## src/rtl/regfile_dump_reader_pkg.sv

```systemverilog
// Shared constants and state encoding for the register-file dump reader.
package regfile_dump_reader_pkg;

   localparam logic       RstEnable   = 1'b1;
   localparam logic       ReadEnable  = 1'b1;
   localparam int         RegAddrBus  = 5;
   localparam int         RegBus      = 32;
   localparam logic [7:0] DumpHdrByte = 8'hA5;

   typedef enum logic [2:0] {
      DUMP_IDLE,
      DUMP_HDR,
      DUMP_READ,
      DUMP_SEND,
      DUMP_DONE
   } dump_state_e;

endpackage

```

## src/rtl/regfile_dump_reader_serializer.sv

```systemverilog
// Turns one captured register word into a little-endian byte sequence,
// advancing only when the sink accepts the current byte.
module dump_byte_serializer
   import regfile_dump_reader_pkg::*;
#(
   parameter int DATA_W = RegBus
) (
   input  logic              clk,
   input  logic              rst,
   input  logic              load_i,
   input  logic [DATA_W-1:0] data_i,
   input  logic              valid_i,
   input  logic              ready_i,
   output logic [7:0]        byte_o,
   output logic              last_byte_o,
   output logic              fire_o
);

   localparam int NB    = DATA_W / 8;
   localparam int CNT_W = (NB > 1) ? $clog2(NB) : 1;

   logic [DATA_W-1:0] shift_q, shift_d;
   logic [CNT_W-1:0]  cnt_q, cnt_d;

   assign fire_o      = valid_i & ready_i;
   assign byte_o      = shift_q[7:0];
   assign last_byte_o = (cnt_q == CNT_W'(NB - 1));

   // Contents only move on an accepted byte, so the presented byte holds under backpressure.
   always_comb begin
      shift_d = shift_q;
      cnt_d   = cnt_q;
      if (load_i) begin
         shift_d = data_i;
         cnt_d   = '0;
      end else if (fire_o) begin
         shift_d = shift_q >> 8;
         cnt_d   = cnt_q + 1'b1;
      end
   end

   always_ff @(posedge clk) begin
      shift_q <= shift_d;
      if (rst == RstEnable) cnt_q <= '0;
      else                  cnt_q <= cnt_d;
   end

endmodule

```

## src/rtl/regfile_dump_reader.sv

```systemverilog
// Debug reader: walks a register range on a spare regfile read port and
// streams a header byte followed by each register, LSB first.
module regfile_dump_reader
   import regfile_dump_reader_pkg::*;
#(
   parameter int         REG_NUM    = 32,
   parameter int         REG_ADDR_W = $clog2(REG_NUM),
   parameter int         DATA_W     = RegBus,
   parameter logic [7:0] HDR_BYTE   = DumpHdrByte
) (
   input  logic                  clk,
   input  logic                  rst,
   input  logic                  start,
   input  logic [REG_ADDR_W-1:0] first_addr,
   input  logic [REG_ADDR_W-1:0] last_addr,
   output logic                  busy,
   output logic                  done,
   output logic                  re,
   output logic [REG_ADDR_W-1:0] raddr,
   input  logic [DATA_W-1:0]     rdata,
   output logic                  byte_valid,
   input  logic                  byte_ready,
   output logic [7:0]            byte_data,
   output logic                  byte_last
);

   dump_state_e           state_q, state_d;
   logic [REG_ADDR_W-1:0] cur_q, cur_d;
   logic [REG_ADDR_W-1:0] last_q, last_d;
   logic                  empty_q, empty_d;

   logic [7:0] ser_byte;
   logic       ser_last;
   logic       ser_fire;
   logic       send_st;

   assign send_st = (state_q == DUMP_SEND);

   dump_byte_serializer #(.DATA_W(DATA_W)) u_ser (
      .clk        (clk),
      .rst        (rst),
      .load_i     (state_q == DUMP_READ),
      .data_i     (rdata),
      .valid_i    (send_st),
      .ready_i    (byte_ready),
      .byte_o     (ser_byte),
      .last_byte_o(ser_last),
      .fire_o     (ser_fire)
   );

   // Stream outputs decode from state and registers only; byte_ready steers next state, never outputs.
   always_comb begin
      busy       = (state_q != DUMP_IDLE);
      done       = (state_q == DUMP_DONE);
      re         = (state_q == DUMP_READ) ? ReadEnable : ~ReadEnable;
      raddr      = (state_q == DUMP_IDLE) ? '0 : cur_q;
      byte_valid = (state_q == DUMP_HDR) || send_st;
      byte_data  = 8'h00;
      byte_last  = 1'b0;
      if (state_q == DUMP_HDR) begin
         byte_data = HDR_BYTE;
         byte_last = empty_q;
      end else if (send_st) begin
         byte_data = ser_byte;
         byte_last = ser_last && (cur_q == last_q);
      end
   end

   always_comb begin
      state_d = state_q;
      cur_d   = cur_q;
      last_d  = last_q;
      empty_d = empty_q;
      unique case (state_q)
         DUMP_IDLE: if (start) begin
            cur_d   = first_addr;
            last_d  = last_addr;
            empty_d = (first_addr > last_addr);
            state_d = DUMP_HDR;
         end
         DUMP_HDR: if (byte_ready) state_d = empty_q ? DUMP_DONE : DUMP_READ;
         DUMP_READ: state_d = DUMP_SEND;
         DUMP_SEND: if (ser_fire && ser_last) begin
            if (cur_q == last_q) begin
               state_d = DUMP_DONE;
            end else begin
               cur_d   = cur_q + 1'b1;
               state_d = DUMP_READ;
            end
         end
         DUMP_DONE: state_d = DUMP_IDLE;
         default:   state_d = DUMP_IDLE;
      endcase
   end

   always_ff @(posedge clk) begin
      if (rst == RstEnable) state_q <= DUMP_IDLE;
      else                  state_q <= state_d;
      cur_q   <= cur_d;
      last_q  <= last_d;
      empty_q <= empty_d;
   end

endmodule

```

## config.mk

```make
export PLATFORM = sky130hd
export DESIGN_NAME = regfile_dump_reader
export DESIGN_NICKNAME = d
export VERILOG_FILES = /design/src/rtl/regfile_dump_reader_pkg.sv /design/src/rtl/regfile_dump_reader_serializer.sv /design/src/rtl/regfile_dump_reader.sv
export SDC_FILE = /design/constraint.sdc
export NUM_CORES = 1
export LEC_CHECK = 0
export CAP_MARGIN = 20
export CORE_UTILIZATION = 49
export DETAILED_ROUTE_END_ITERATION = 8
export GPL_TIMING_DRIVEN = 0
export MAX_ROUTING_LAYER = met4
export PLACE_DENSITY_LB_ADDON = 0.08
export SYNTH_ARGS = -nofsm -noshare
export SYNTH_HDL_FRONTEND = slang
export SYNTH_SLANG_ARGS = --single-unit
export TNS_END_PERCENT = 20
```

## constraint.sdc

```tcl
create_clock -name clk -period 2.8 [get_ports clk]
set_clock_uncertainty 0.05 [all_clocks]
set_input_delay 0.7 -clock clk [delete_from_list [all_inputs] [get_ports clk]]
set_output_delay 0.7 -clock clk [all_outputs]
set_load 0.1 [all_outputs]
```

; ---- Yosys cells after proc, flatten, opt, wreduce, memory -nomap -nowiden
; Cells that the tools add are included.
[classes]
add_sub_neg = 2
n_mul = 0
n_div = 0
magnitude_cmp = 1
n_eq_ne = 10
shift = 0
mux = 18
bitwise = 1
n_reduce_logical = 11
[ops]
columns = op, count
row1 = 32-bit two-way mux, 2
row2 = 5-bit two-way mux, 4
row3 = 8-bit two-way mux, 2
row4 = 3-bit two-way mux, 5
row5 = 3-bit one-hot mux with 4 select lines, 1
row6 = 5-bit one-hot mux with 2 select lines, 1
row7 = "3-bit by 2-bit equality test with 1-bit output, second input constant", 2
row8 = "2-bit != test, second input constant", 3
row9 = "5-bit by 1-bit adder with 5-bit output, second input constant", 1
row10 = 5-bit equality test, 1
row11 = 5-bit greater-than comparator, 1
row12 = 4-bit AND reduction, 1
row13 = 2-bit nonzero test, 2
row14 = "3-bit by 1-bit equality test with 1-bit output, second input constant", 1
row15 = "3-bit equality test, second input constant", 1
row16 = 3-bit logical NOT, 1
row17 = 1-bit two-way mux, 3
row18 = 3-bit AND reduction, 1
row19 = 3-bit nonzero test, 1
row20 = "2-bit by 1-bit adder with 2-bit output, second input constant", 1
row21 = "2-bit equality test, second input constant", 1
row22 = 1-bit logical AND, 2
row23 = "2-bit by 1-bit != test with 1-bit output, second input constant", 1
row24 = 2-bit AND reduction, 1
row25 = 3 further kinds, 3
[word_totals]
regBits = 48
latchBits = 0
ramBits = 0
mem_bits_ro = 0
in_bits = 46
word_cells = 49
n_memories = 0

; ---- Logic depth before layout (Yosys ltp)
; Gate-level depths: netlist of run 1.
[logic_depth]
word_depth = 5
mapped_depth = 6
mapped_depth_nobuf = 6

; ---- Hierarchy
; A second synthesis of run 1 with hierarchy kept.
[hier_totals]
hier_cells = 187
hier_area_um2 = 2558.7
[by_module_without_submodules]
columns = module, instances, cells_per_inst, area_per_inst_um2, seq_area_each_um2
row1 = dump_byte_serializer, 1, 88, 1596.5, 1001.0
row2 = regfile_dump_reader, 1, 99, 962.2, 390.4

; ---- Worst setup path after synthesis of run 1
; No wires, ideal clock.
[synth_timing]
path_type = register to output
from = register state_q[1]
to = output done
arrival_time_ns = 2.710
required_time_ns = 2.050
slack_ns = -0.660
path_stages_with_launch = 3
path_buffers = 1
cell_sequence = dfxtp_1 buf_4 nor3b_1
[synth_between]
elab_chain_len = 1
[synth_lines]
columns = item, line_no
row1 = from (decl), regfile_dump_reader.sv:27  ; dump_state_e state_q, state_d;
row2 = from (signal assigned), regfile_dump_reader.sv:98  ; else state_q <= state_d;
row3 = 3-bit equality test, regfile_dump_reader.sv:54  ; done = (state_q == DUMP_DONE);
row4 = to (decl), regfile_dump_reader.sv:17  ; output logic done,
; Every way passes these cells.

; ---- Final worst setup path of run 1
[layout_timing]
from = register state_q[1]
to = output byte_data[1]
[layout_between]
elab_chain_len = 3
elab_cells_between_ends = 4
classes_between = 2 x eq/ne / 2 x mux
[layout_lines]
columns = item, line_no
row1 = 3-bit by 2-bit equality test with 1-bit output, regfile_dump_reader.sv:37  ; assign send_st = (state_q == DUMP_SEND);
row2 = 8-bit two-way mux, regfile_dump_reader.sv:63  ; end else if (send_st) begin
row3 = 8-bit two-way mux (*), regfile_dump_reader.sv:60  ; if (state_q == DUMP_HDR) begin
row4 = to (decl), regfile_dump_reader.sv:23  ; output logic [7:0] byte_data,
; Every way passes the cells marked *; elsewhere a longest branch is shown, timed or not.

==> results.py, run 1 <==
metrics = {
    "die": {
        "core-area_sq_um": 4790,
        "boundaryPins": 64,
        "start_util_pct": 51.6,
        "rows": 25,
        "dieArea_sq_um": 5330,
        "die_y_um": 73.0,
        "die_w_um": 73.0,
    },
    "clock_tree": {
        "cts_tree": "yes",
        "clock_path_buffers": 2,
        "post_cts_buffers": 0,
        "cts_buffers": 5,
        "cts.sinks": 48,
        "cts-hold-fix-buffers": 0,
        "cts-root-buf": "clkbuf_8",
        "cts_max_level": 2,
        "insertion_delay_ns": 0.30,
        "clkTransAtPathRegs_ns": 0.09,
    },
    "logic_synthesis": {
        "ys_seq_area_share_pct": 56.3,
        "async_flop_share_pct": 0,
        "synth_cell_types": 39,
        "avgSynthCellArea_sq_um": 13.7,
        "yosysWarnings": 0,
        "postSynthCellCount": 180,
        "ys_ff_latch": 48,
        "synthFlopType": "edfxtp_1",
        "synth_nets": 233,
        "synthesis.area_sq_um": 2470,
        "synth_edf_count": 43,
    },
    "power_and_ir_drop": {
        "powerDensity_nw_per_um2": 527,
        "pwr-share-comb_pct": 27.0,
        "switching_power_uw": 540,
        "p_clk_share_pct": 23.4,
        "cell_internal_pwr_mw": 1.18,
        "seq_power_share_pct": 49.7,
        "p_leak_nw": 1.31,
        "swShare_pct": 31.4,
        "max-vdd-ir-drop_mv": 0.349,
    },
    "grt": {
        "grt_max_degree": 33,
        "grtUsageTotal_pct": 17.7,
        "antenna_found_initial": 0,
        "grt_pass1_wl_mm": 6.69,
        "overflow": 0,
        "first_global_vias": 1494,
    },
    "drt": {
        "drtIter0Drc": 57,
        "firstDrtPassIters": 4,
        "antenna_left": 0,
        "drc_errors": 0,
        "wl_per_cell_um": 13.1,
        "vias": 1560,
        "wl_mm": 4.16,
        "via_per_inst": 4.91,
    },
    "sta": {
        "fin_crit_sh_pct": 97.4,
        "whs_ns": 0.498,
        "setup_viol": 0,
        "max_slew.worst_pin.slew_ns": 0.967,
        "max_freq_mhz": 367,
        "hold_viol_final": 0,
        "fin_crit_ns": 2.73,
        "rsz0062_at_grt": "false",
        "slew_violations": 0,
        "slew_headroom_pct": 35.8,
    },
    "setup_path": {
        "crit_path_start_kind": "register",
        "end_kind": "output pin",
        "crit_arrival_ns": 1.98,
        "worstPathMaxFanout": 7,
        "critical_path_class": "reg -> out",
        "required_ns": 2.05,
    },
    "final_layout": {
        "final_common_cell": "clkdlybuf4s50_1",
        "num_antenna_cells": 0,
        "areaGrowthSynthToFinish_pct": 32.3,
        "stdcell_area_sq_um": 3270,
        "most-common-layout-cells": "45 x clkdlybuf4s50_1, 43 x edfxtp_1, 18 x mux2_4",
        "drive_above_1_share_pct": 23.1,
        "post-route-util_pct": 68.3,
        "finalNetCount": 303,
    },
    "placement": {
        "place_congestion": 0.803,
        "numPortBuffers": 63,
        "placed_area_sq_um": 3190,
        "hpwl_mm": 3.11,
    },
    "hold_path": {
        "worstHoldPathType": "reg -> reg",
    },
    "job": {
        "drv_cap": 0,
    },
    "run_status": {
        "status": "completed",
    },
}
==> what timing repair did <==
action | in CTS | in global routing
setup endpoints to repair | 18 | 2
gates resized for setup | 31 | 3
pin swaps | 0 | 0
==> power groups by stage <==
stage / combinational, mW / sequential [mW] / clock, mW
global placement: 0.476 / 0.871 / 0
CTS: 0.467 / 0.856 / 0.423
floorplan: 0.341 / 0.865 / 0
detailed placement: 0.482 / 0.872 / 0
finish: 0.464 / 0.855 / 0.402
global route: 0.492 / 0.860 / 0.447
==> final cells by class <==
cell class,instances,area [sq um]
clock buffer,5,68.8
timing repair buffer,63,616
fill,380,1520
clock inverter,3,17.5
inverter,12,45.0
buffer,7,71.3
sequential,48,1390
tap,67,83.8
multi-input combinational,113,976
==> synth_stat cells (all sizes together) (2+ instances only) <==
| cell type | number | area share (%) |
|---|---|---|
| and2 | 14 | 3.6 |
| nand2b | 4 | 1.3 |
| mux2i | 2 | 0.81 |
| buf | 7 | 2.9 |
| nor2 | 7 | 1.1 |
| nand2 | 6 | 0.91 |
| o21ai | 2 | 0.41 |
| nor3 | 4 | 1.0 |
| edfxtp | 43 | 52 |
| ha | 7 | 3.5 |
| nand3 | 3 | 0.61 |
| a21oi | 13 | 2.6 |
| xor2 | 8 | 2.8 |
| and2b | 5 | 1.8 |
| nor3b | 2 | 0.81 |
| inv | 12 | 1.8 |
| nand4 | 2 | 0.51 |
| dfxtp | 5 | 4.1 |
| mux2 | 24 | 14 |
==> metal layers <==
metal / vias to the layer above / global-route usage, % / share of wire (%)
met5: - / - / 0
met4: 0 / 6.54 / 1.4
met3: 6 / 5.11 / 6.0
met2: 50 / 27.0 / 47
met1: 720 / 22.5 / 45
li1: 784 / - / -
==> metrics by stage <==
| stage | setup WS, ns | cells | setup TNS (ns) | total power, mW |
|---|---|---|---|---|
| 6_report | 0.0729 | 318 | 0 | 1.72 |
| 5_1_grt | 0.000923 | 318 | 0 | 1.80 |
| 4_1_cts | 0.0121 | 318 | 0 | 1.75 |
| 3_5_place_dp | -0.352 | 310 | -1.17 | 1.35 |
| 3_3_place_gp | -0.326 | 310 | -5.59 | 1.35 |
| 2_1_floorplan | -0.431 | 180 | -0.431 | 1.21 |
==> kinds of logic after synthesis <==
family | synth area share [%]
AND/OR/NAND/NOR | 13.0
flip-flops | 56.3
multiplexers | 14.5
AO/OA/AOI/OAI | 4.81
buffers and inverters | 4.71
XOR/XNOR | 3.19
adder cells (fa/ha/maj) | 3.54
==> worst paths after layout <==
path	cells after the start	slack, ns	end	from
setup / recovery	3	0.07	byte_data[1]	state_q[1]
hold / removal	1	0.50	u_ser.shift_q[12]	u_ser.shift_q[20]
setup reg to reg	4	0.71	u_ser.shift_q[23]	state_q[1]
hold reg to reg	1	0.50	u_ser.shift_q[12]	u_ser.shift_q[20]
==> worst max-delay path: stages, from the launching register on <==
cell and delay, ns:
dfxtp_1 0.46, and3b_2 0.25, and2_1 0.12, dlygate4sd2_1 0.85
==> state kept, by name, indices dropped and copies added, names as in the netlist <==
register,cells
u_ser.shift_q,32
cur_q,5
last_q,5
state_q,3
u_ser.cnt_q,2
empty_q,1
Power figures use the tool's default switching activity.
==> run 2, diff against run 1 <==
CELL_PAD_IN_SITES_DETAIL_PLACEMENT = 0   (was not set)
CELL_PAD_IN_SITES_GLOBAL_PLACEMENT = 1   (was not set)
CORE_UTILIZATION = 39   (was 49)
==> run 2 against run 1 <==
Global-route usage is 3.0 points lower. Clock power increased by 26%. Critical path depth did not move. Via count fell by 4.1%. Die area up 25%. Non-clock buffer count unchanged. Final cell count up 2.5%. Combinational power barely moved. Power up 6.0%. Setup slack is essentially flat. Sequential share of layout area decreased by 0.48 points. Sequential power about the same. Critical path type unchanged. Largest cell class unchanged.
==> results.py, run 2 (synthesized netlist as in run 1, its figures left out) <==
metrics = {
    "run_status": {
        "status": "completed",
    },
    "hold_path": {
        "worstHoldPathType": "reg -> reg",
    },
    "clock_tree": {
        "clkTransAtPathRegs_ns": 0.09,
        "cts_buffers": 5,
        "clock_path_buffers": 2,
        "cts_max_level": 2,
        "cts_tree": "yes",
        "insertion_delay_ns": 0.30,
        "cts-root-buf": "clkbuf_8",
        "cts-hold-fix-buffers": 0,
        "cts.sinks": 48,
    },
    "sta": {
        "slew_violations": 0,
        "hold_viol_final": 0,
        "setup_viol": 0,
        "max_freq_mhz": 367,
        "fin_crit_ns": 2.73,
        "finalSetupTns_ns": 0,
        "max_slew.worst_pin.slew_ns": 0.961,
        "slew_headroom_pct": 36.2,
        "worst_slack_ns": 0.0729,
        "fin_crit_sh_pct": 97.4,
        "rsz0062_at_grt": "true",
    },
    "setup_path": {
        "cpMaxStageDelayCell": "dlygate4sd2_1",
        "critical_path_class": "reg -> out",
        "crit_chain": "nor3_2 > and2b_2 > dlygate4sd2_1",
        "crit_arrival_ns": 1.98,
        "crit_path_start_kind": "register",
        "crit_path_max_incr_delay_ns": 0.85,
        "required_ns": 2.05,
        "worstPathMaxFanout": 7,
        "end_kind": "output pin",
    },
    "die": {
        "start_util_pct": 41.0,
        "die_w_um": 81.6,
        "boundaryPins": 64,
        "core-area_sq_um": 6030,
        "rows": 28,
        "dieArea_sq_um": 6660,
        "die_y_um": 81.6,
    },
    "final_layout": {
        "largest_reg_flops": 32,
        "final_common_cell": "clkdlybuf4s50_1",
        "num_antenna_cells": 0,
        "areaGrowthSynthToFinish_pct": 33.8,
        "drive_above_1_share_pct": 23.5,
        "top_register": "u_ser.shift_q",
        "stdcell_area_sq_um": 3310,
        "most-common-layout-cells": "45 x clkdlybuf4s50_1, 43 x edfxtp_1, 18 x mux2_4",
        "top_regs": "u_ser.shift_q x32, cur_q x5, last_q x5",
        "finalNetCount": 303,
    },
    "drt": {
        "vias": 1496,
        "antenna_left": 0,
        "firstDrtPassIters": 4,
        "drc_errors": 0,
        "wl_per_cell_um": 13.4,
        "wl_mm": 4.37,
        "drtIter0Drc": 89,
        "via_per_inst": 4.59,
    },
    "power_and_ir_drop": {
        "p_total_mw": 1.82,
        "powerDensity_nw_per_um2": 552,
        "max-vdd-ir-drop_mv": 0.257,
        "p_leak_nw": 1.32,
    },
    "grt": {
        "first_global_vias": 1423,
        "grt_pass1_wl_mm": 6.93,
        "grtUsageTotal_pct": 14.7,
        "overflow": 0,
        "grt_max_degree": 33,
        "antenna_found_initial": 0,
    },
    "placement": {
        "placed_area_sq_um": 3200,
        "numPortBuffers": 63,
        "place_ws_ns": -0.348,
        "hpwl_mm": 3.26,
        "place_congestion": 0.736,
    },
    "job": {
        "drv_cap": 0,
    },
}
run 2: changes by cell type in the layout (fill, tap and decap cells not counted):
cell | before | now
clkdlybuf4s15_2 | 3 | 2
clkinv_1 | 1 | 0
clkinvlp_4 | 0 | 1
clkdlybuf4s18_2 | 1 | 2
clkinv_2 | 1 | 0
bufinv_16 | 0 | 1
run 2: per-layer routing:
| metal | vias up | routed length (um) | GRT usage [%] |
|---|---|---|---|
| met1 | 660 | 2100 | 19.9 |
| met2 | 44 | 1950 | 21.1 |
| met3 | 4 | 276 | 3.78 |
| met4 | 0 | 43 | 5.79 |
| li1 | 788 | - | - |
| met5 | - | 0 | - |
run 2: layout make-up:
type	count	area (sq um)
buffer	7	71.3
clock buffer	5	68.8
clock inverter	3	46.3
fill	530	2720
inverter	12	45.0
multi-input combinational	113	976
sequential	48	1390
tap	75	93.8
timing repair buffer	63	614
run 2: repair_timing:
item                                    4_1_cts  5_1_grt
setup buffers                                 0        0
gates resized for setup                      31        4
hold endpoints to repair                      0        0
pin swaps                                     0        0
endpoints found under the setup margin       18        8
run 2: path summary, 6_finish.rpt:
check                      start           endpoint  slack, ns  cells after the start
setup / recovery      state_q[2]           raddr[0]       0.07                      3
hold / removal    u_ser.cnt_q[1]     u_ser.cnt_q[1]       0.49                      2
setup reg to reg      state_q[1]  u_ser.shift_q[22]       0.70                      4
hold reg to reg   u_ser.cnt_q[1]     u_ser.cnt_q[1]       0.49                      2
run 2: where the power goes:
group | switching [mW] | leakage, nW | total [mW] | internal [mW]
logic | 0.290 | 0.821 | 0.464 | 0.173
clock network | 0.237 | 0.0548 | 0.506 | 0.269
registers | 0.0216 | 0.441 | 0.855 | 0.834
total | 0.549 | 1.32 | 1.82 | 1.28
run 2: critical path: cells and delay by family, from the launching register on:
family / cells / cell delay (ns)
buf+inv: 1 / 0.85
simple gates: 2 / 0.35
flops: 1 / 0.48
run 2: per-stage QoR:
step	hold WS [ns]	cells	utilization (%)
detailed placement	0.480	318	53.2
global route	0.500	326	54.9
floorplan	0.455	180	-
CTS	0.493	326	54.9
global placement	0.478	318	53.1
finish	0.489	326	54.9
